--- src/rtl/mips_defs.sv ---
// Shared MIPS pipeline definitions: write-back source and load-kind encodings,
// plus the MEM/WB stage record used by the write-back stage.
package mips_defs;

    localparam logic [1:0] WSEL_ALU  = 2'd0;
    localparam logic [1:0] WSEL_MEM  = 2'd1;
    localparam logic [1:0] WSEL_PC8  = 2'd2;
    localparam logic [1:0] WSEL_HILO = 2'd3;

    localparam logic [2:0] LD_W  = 3'd0;
    localparam logic [2:0] LD_B  = 3'd1;
    localparam logic [2:0] LD_BU = 3'd2;
    localparam logic [2:0] LD_H  = 3'd3;
    localparam logic [2:0] LD_HU = 3'd4;

    typedef struct packed {
        logic        valid;
        logic [31:0] pc;
        logic        we;
        logic [4:0]  waddr;
        logic [1:0]  wsel;
        logic [2:0]  ld_type;
        logic [31:0] alu_res;
        logic [31:0] dm_rdata;
        logic [31:0] hilo;
    } wb_bundle_t;

    // Empty stage contents used both by reset and by a pipeline flush.
    function automatic wb_bundle_t wb_bubble(input logic [31:0] pc_reset);
        wb_bundle_t b;
        b          = '0;
        b.pc       = pc_reset;
        return b;
    endfunction

endpackage

--- src/rtl/load_ext.sv ---
// Load-data extractor: picks the byte/halfword addressed by the low address
// bits out of an aligned memory word and sign- or zero-extends it.
module load_ext
    import mips_defs::*;
(
    input  logic [31:0] rdata,
    input  logic [1:0]  off,
    input  logic [2:0]  ld_type,
    output logic [31:0] value
);

    logic [7:0]  byte_sel;
    logic [15:0] half_sel;

    always_comb begin
        // NOTE: every signal gets a default before the case so no path can infer a latch.
        byte_sel = rdata[7:0];
        case (off)
            2'd1:    byte_sel = rdata[15:8];
            2'd2:    byte_sel = rdata[23:16];
            2'd3:    byte_sel = rdata[31:24];
            default: byte_sel = rdata[7:0];
        endcase
    end

    // Halfword loads are aligned upstream, so only off[1] matters.
    assign half_sel = off[1] ? rdata[31:16] : rdata[15:0];

    always_comb begin
        value = rdata;
        case (ld_type)
            LD_B:    value = {{24{byte_sel[7]}}, byte_sel};
            LD_BU:   value = {24'h000000, byte_sel};
            LD_H:    value = {{16{half_sel[15]}}, half_sel};
            LD_HU:   value = {16'h0000, half_sel};
            default: value = rdata;
        endcase
    end

endmodule

--- src/rtl/wb_stage.sv ---
// MEM/WB pipeline register and write-back datapath: drives the GRF write
// port, the forwarding qualifier and a retired-instruction counter.
module wb_stage
    import mips_defs::*;
#(
    parameter logic [31:0] PC_RESET = 32'h0000_3000,
    parameter int          CNT_W    = 32
) (
    input  logic             clk,
    input  logic             reset,
    input  logic             en,
    input  logic             flush,
    input  logic             m_valid,
    input  logic [31:0]      m_pc,
    input  logic             m_we,
    input  logic [4:0]       m_waddr,
    input  logic [1:0]       m_wsel,
    input  logic [2:0]       m_ld_type,
    input  logic [31:0]      m_alu_res,
    input  logic [31:0]      m_dm_rdata,
    input  logic [31:0]      m_hilo,
    output logic             grf_we,
    output logic [4:0]       grf_waddr,
    output logic [31:0]      grf_wdata,
    output logic [31:0]      grf_pc,
    output logic             fwd_valid,
    output logic [CNT_W-1:0] retired
);

    wb_bundle_t       stage;
    wb_bundle_t       m_bundle;
    logic [CNT_W-1:0] retired_q;
    logic [31:0]      load_value;

    always_comb begin
        m_bundle          = '0;
        m_bundle.valid    = m_valid;
        m_bundle.pc       = m_pc;
        m_bundle.we       = m_we;
        m_bundle.waddr    = m_waddr;
        m_bundle.wsel     = m_wsel;
        m_bundle.ld_type  = m_ld_type;
        m_bundle.alu_res  = m_alu_res;
        m_bundle.dm_rdata = m_dm_rdata;
        m_bundle.hilo     = m_hilo;
    end

    // Flush loads a bubble but leaves the retire count alone; a flushed
    // capture is never counted.
    always_ff @(posedge clk) begin
        // NOTE: sequential state uses non-blocking assignments so all registers update together.
        if (reset) begin
            stage     <= wb_bubble(PC_RESET);
            retired_q <= '0;
        end else if (flush) begin
            stage     <= wb_bubble(PC_RESET);
        end else if (en) begin
            stage     <= m_bundle;
            if (m_valid)
                retired_q <= retired_q + {{(CNT_W-1){1'b0}}, 1'b1};
        end
    end

    load_ext u_load_ext (
        .rdata   (stage.dm_rdata),
        .off     (stage.alu_res[1:0]),
        .ld_type (stage.ld_type),
        .value   (load_value)
    );

    always_comb begin
        grf_wdata = stage.alu_res;
        case (stage.wsel)
            WSEL_MEM:  grf_wdata = load_value;
            WSEL_PC8:  grf_wdata = stage.pc + 32'd8;
            WSEL_HILO: grf_wdata = stage.hilo;
            default:   grf_wdata = stage.alu_res;
        endcase
    end

    assign grf_we    = stage.valid && stage.we && (stage.waddr != 5'd0);
    assign grf_waddr = stage.waddr;
    assign grf_pc    = stage.pc;
    assign fwd_valid = grf_we && (grf_waddr != 5'd0);
    assign retired   = retired_q;

endmodule

--- config.mk ---
export PLATFORM = sky130hd
export DESIGN_NAME = wb_stage
export DESIGN_NICKNAME = d
export VERILOG_FILES = /design/src/rtl/mips_defs.sv /design/src/rtl/load_ext.sv /design/src/rtl/wb_stage.sv
export SDC_FILE = /design/constraint.sdc
export NUM_CORES = 1
export LEC_CHECK = 0
export BUFFER_PORTS_ARGS = -buffer_cell sky130_fd_sc_hd__buf_2
export CAP_MARGIN = 20
export CORE_MARGIN = 5
export CORE_UTILIZATION = 25
export CTS_BUF_LIST = sky130_fd_sc_hd__clkbuf_8 sky130_fd_sc_hd__clkbuf_16
export DETAILED_ROUTE_END_ITERATION = 8
export MAX_ROUTING_LAYER = met4
export PLACE_DENSITY = 0.52
export SYNTH_ARGS = -nofsm -noshare
export SYNTH_HDL_FRONTEND = slang
export SYNTH_HIERARCHICAL = 1
export SYNTH_SLANG_ARGS = --single-unit
--- constraint.sdc ---
create_clock -name clk -period 4.2 [get_ports clk]
set_input_delay 0.21 -clock clk [delete_from_list [all_inputs] [get_ports clk]]
set_output_delay 0.21 -clock clk [all_outputs]
set_load 0.01 [all_outputs]
Word-level counts from Yosys, hierarchy flattened
Index checks and enable logic that the tools add are counted.
{"block": "totals", "output_inout_bits": 103, "inputBits": 144, "wordCells": 33, "regBits": 172}
{"block": "classes", "addsub": 2, "n_mux": 4, "reduce_logical": 6, "n_eq_ne": 10, "bitwise_logic": 1}
{"op": "$pmux W32 S4", "n": 1}
{"op": "$pmux W32 S3", "n": 1}
{"op": "$add A32 B1 Y32 const B", "n": 1}
{"op": "$add A32 B4 Y32 const B", "n": 1}
{"op": "$pmux W8 S3", "n": 1}
{"op": "$mux W16", "n": 1}
{"op": "$eq A2 B2 Y1 const B", "n": 4}
{"op": "$eq A3 B2 Y1 const B", "n": 2}
{"op": "$reduce_bool A5 Y1", "n": 1}
{"op": "$eq A2 B1 Y1 const B", "n": 2}
{"op": "$eq A3 B1 Y1 const B", "n": 1}
{"op": "$eq A3 B3 Y1 const B", "n": 1}
{"op": "$logic_and A1 B1 Y1", "n": 3}
{"op": "$reduce_and A3 Y1", "n": 1}
{"op": "$reduce_or A2 Y1", "n": 1}
{"op": "$not A1 Y1", "n": 1}

Longest topological paths before layout
{"block": "depth", "word_depth": 4, "ltp_mapped": 9, "ltp_nobuf": 8}

By module
Netlist, hierarchy kept.
{"mod": "wb_stage", "n_inst": 1, "cells_each": 804, "area_each_um2": 8000.2, "seq_area_each_um2": 3443.3}
{"mod": "load_ext", "n_inst": 1, "cells_each": 99, "area_each_um2": 883.3, "seq_area_each_um2": 0.0}

Worst setup path before layout
OpenSTA, ideal clock, no wires.
{"block": "synth_timing", "path_kind": "register to output", "start": "reg stage[65] in the netlist's numbering", "end": "out grf_wdata[16]", "slack_ns": 1.946, "arrival_time_ns": 2.044, "stages_incl_launch_ff": 8, "required_time_ns": 3.990, "n_path_buf": 2, "cell_sequence": "dfxtp_1 > buf_6 > mux4_2 > nand4b_4 > o31ai_4 > buf_6 > a21o_1 > mux4_2"}
{"block": "synth_between", "elab_chain_len": 4, "elab_cells_between_ends": 7, "cone_classes": "3 x eq/ne; 4 x mux"}
{"item": "start: declaration", "line": "wb_stage.sv:30", "source": "wb_bundle_t stage;"}
{"item": "start signal: assignment", "line": "wb_stage.sv:53", "source": "stage <= wb_bubble(PC_RESET);"}
{"item": "start signal: assignment", "line": "wb_stage.sv:56", "source": "stage <= wb_bubble(PC_RESET);"}
{"item": "start signal: assignment", "line": "wb_stage.sv:58", "source": "stage <= m_bundle;"}
{"item": "$eq A2 B2 Y1 / $eq A2 B1 Y1 (equally long branches)", "line": "load_ext.sv:18", "source": "case (off)"}
{"item": "$pmux W8 S3", "line": "load_ext.sv:18"}
{"item": "$pmux W32 S4 (*)", "line": "load_ext.sv:31", "source": "case (ld_type)"}
{"item": "named net load_value[16]", "line": "wb_stage.sv:33", "source": "logic [31:0] load_value;"}
{"item": "$pmux W32 S3 (*)", "line": "wb_stage.sv:73", "source": "case (stage.wsel)"}
{"item": "end: declaration", "line": "wb_stage.sv:24", "source": "output logic [31:0] grf_wdata,"}
Mark *: on every way through the listed nets, which the timed path passes. The rest lies on a longest branch.

Worst setup path in the final report
{"block": "layout_timing", "start": "reg stage[65] in the netlist's numbering", "end": "out grf_wdata[20]"}
The elaborated chain is that of the path after synthesis.

==> impl_metrics.toml <==
[sta]
whs_ns = 0.02562
fin_crit_sh_pct = 82.76
timing.setup.tns_ns = 0
fmax_ghz = 0.2877
period_needed_ns = 3.476
max_slew_margin_pct = 27.91
finalHoldViolations = 0
max_slew.worst_pin.slew_ns = 1.081
fin_worst_skew_ns = 0.006828
slew_violations = 0
setup_viol = 0
rsz0062_at_grt = "no"
setup_slack_ns = 0.7242

[power_and_ir_drop]
powerDensity_nw_per_um2 = 318.4
ir_drop_mv = 0.2844
finalPower_mw = 3.735
p_leak_nw = 5.378

[cells_and_area]
drive_above_1_share_pct = 28.05
utilization_pct = 33.22
areaGrowthSynthToFinish_pct = 32.04
design_area_um2 = 11730
fillers = 3647
nets = 1321
final_cells = 1651

[synth]
ys_seq_area_share_pct = 38.76
synth.top_cell.area_share_pct = 38.76
yosysUniqueCellTypes = 53
yosys_most_used_dff = "dfxtp_1"
synth_top_family_by_area = "multiplexers"
netlist_area_um2 = 8884
synth.mux.area_fraction_pct = 24.66
synth_compound_area_share_pct = 6.155
async_flop_share_pct = 0
syn_nets = 1049
yosys-top-cells-area = "dfxtp_1 (39%), mux2i_1 (16%), mux4_2 (8.4%), nor2_1 (7.5%), xor2_1 (3.8%)"
synth_edf_count = 0
ys_ff_latch = 172
synth_xor_area_share_pct = 6.000
synthCells = 903
synth_fa_ha_area_share_pct = 0.2817
synth_area_per_cell_um2 = 9.838
yosys.area.top_type = "dfxtp_1"
yosys.area_share.simple_pct = 17.13
yosysWarnings = 6

[route]
drc_errors = 0
drt_iter0_drc = 379
via_count = 7724
post_drt_wl_per_cell_um = 18.86
drt-pass1-iter-count = 5
ant_nets = 0
routed_wl_um = 31140
vias_per_cell = 4.678

[min_path]
hold_class = "primary input to register"

[clock_network]
post-cts-setup-buffers = 0
clk_pin_slew_ns = 0.07
clkSinkCount = 172
cts_tree = "done"
cts_root_buffer = "clkbuf_16"
clock_path_buffers = 2
htree_levels = 4
insertion_delay_ns = 0.44
numCtsBuffers = 17

[global_route]
grt_max_degree = 127
grt.total_usage_pct = 15.76
antenna_found_initial = 3
grt_first_pass_wirelength_um = 45850
grt_overflow_total = 0
grt_pass1_vias = 7516

[worst_setup_path]
critical_path_arrival_ns = 3.27
worstPathMaxFanout = 19
required_ns = 3.99
path_cells = "mux4_2 > nand4b_4 > o31ai_4 > a21o_1 > o21ai_0 > o21bai_1 > a22oi_1 > buf_2"
crit_type = "register to primary output"
slowest_delay_ns = 0.87
slowest_stage = "dfxtp_1"
critPathCaptureType = "primary output"
startpoint_type = "register"

[place]
numPortBuffers = 246
place_ws_ns = 1.205
dp_hpwl_um = 22600
dp_cells = 1519
placed_area_um2 = 10190
gp_congestion = 0.8259

[job]
max_cap_viol_count = 0

[die]
die_area_um2 = 39400
die_w_um = 198.5
die_h_um = 198.5
start_util_pct = 25.16
ios = 247
placementRows = 69
coreArea_um2 = 35310

[outcome]
outcome = "finished, final reports clean"
==> area by class of cell <==
class                           count  area, um^2  area share (%)
Timing Repair Buffer              352        2306           19.66
Antenna cell                        3       7.507         0.06400
Multi-Input combinational cell    625        4820           41.09
Clock buffer                       17       425.4           3.627
Clock inverter                     14       122.6           1.045
Sequential cell                   172        3446           29.38
Tap cell                          461       576.8           4.917
Inverter                            7       26.28          0.2240
==> kinds of logic after synthesis <==
| logic type | after synthesis |
|---|---|
| muxes | 176 |
| and+or+nand+nor | 317 |
| buffers and inverters | 106 |
| xor gates and xnor gates | 60 |
| DFF | 172 |
| adders and majority gates | 2 |
| AOI/OAI and AO/OA | 70 |
==> cell usage after synthesis (2+ instances only) <==
cell type,instances
a21o_1,17
a21oi_1,3
a221o_1,13
a22oi_1,4
a32oi_1,7
and2_1,6
and3_1,10
and4_1,8
buf_1,4
buf_2,21
buf_4,39
buf_6,7
clkbuf_1,28
dfxtp_1,172
ha_1,2
inv_1,7
mux2i_1,142
mux4_2,33
nand2_1,31
nand2b_1,4
nand3_1,25
nand4_1,24
nand4_2,2
nor2_1,178
nor2b_1,2
nor3_1,5
nor3_2,2
nor4_1,7
o211ai_1,2
o21ai_0,13
o21bai_1,4
o221ai_1,2
or2_2,2
xnor2_1,20
xor2_1,39
==> flip-flops by register name, indices dropped and copies added, names as in the netlist <==
register and count:
stage 103, grf_pc 32, retired 32, grf_waddr 5
==> metal layers <==
metal  wire (um)  track usage, %  up-vias
met3        2232           3.709       30
li1            -               -     3710
met5           0               -        -
met1       13540           20.17     3698
met4         560           4.331        0
met2       14800           25.14      286
==> repair_timing <==
item	4_1_cts	5_1_grt
gates resized for setup	0	0
hold endpoints to repair	96	0
hold buffers	98	0
==> final timing paths <==
kind / endpoint / from / slack, ns / cells after the start
worst max-delay path: grf_wdata[20] / stage[65] / 0.72 / 8
worst min-delay path: stage[40] / m_dm_rdata[8] / 0.03 / 3
worst max register to register: retired[12] / retired[0] / 2.46 / 7
worst min register to register: stage[13] / stage[13] / 0.49 / 2
==> worst max-delay path: cells and delay by family, from the launching register on <==
kind,cells,cell delay [ns]
compound gates,5,0.95
buf+inv,1,0.16
flops,1,0.87
mux,1,0.65
simple gates,1,0.18
==> power by group <==
part	switching, mW	internal [mW]	leakage [nW]
combinational	0.207	0.250	3.71
sequential	0.0690	1.68	1.40
clock	0.719	0.815	0.269
==> cells in the final DEF (no fill, tap or decap), types with 4 or more instances in the layout <==
cell type      netlist  routed
mux2i_1            142     142
nand2_1             31      31
o21bai_1             4       4
a21o_1              17      17
clkbuf_16            0      17
mux4_2              33      33
nor2_1             178     178
a221o_1             13      13
buf_4               39       6
inv_1                7       9
buf_2               21     245
a22oi_1              4       4
and2_1               6       6
a32oi_1              7       7
xor2_1              39      39
nand3_1             25      25
and3_1              10      10
dfxtp_1            172     170
o21ai_0             13      13
nand4_1             24      24
dlygate4sd3_1        0      98
and4_1               8       8
nor3_1               5       5
nor4_1               7       7
xnor2_1             20      20
nand2b_1             4       4
No activity file was read; power rests on OpenSTA's default activity.
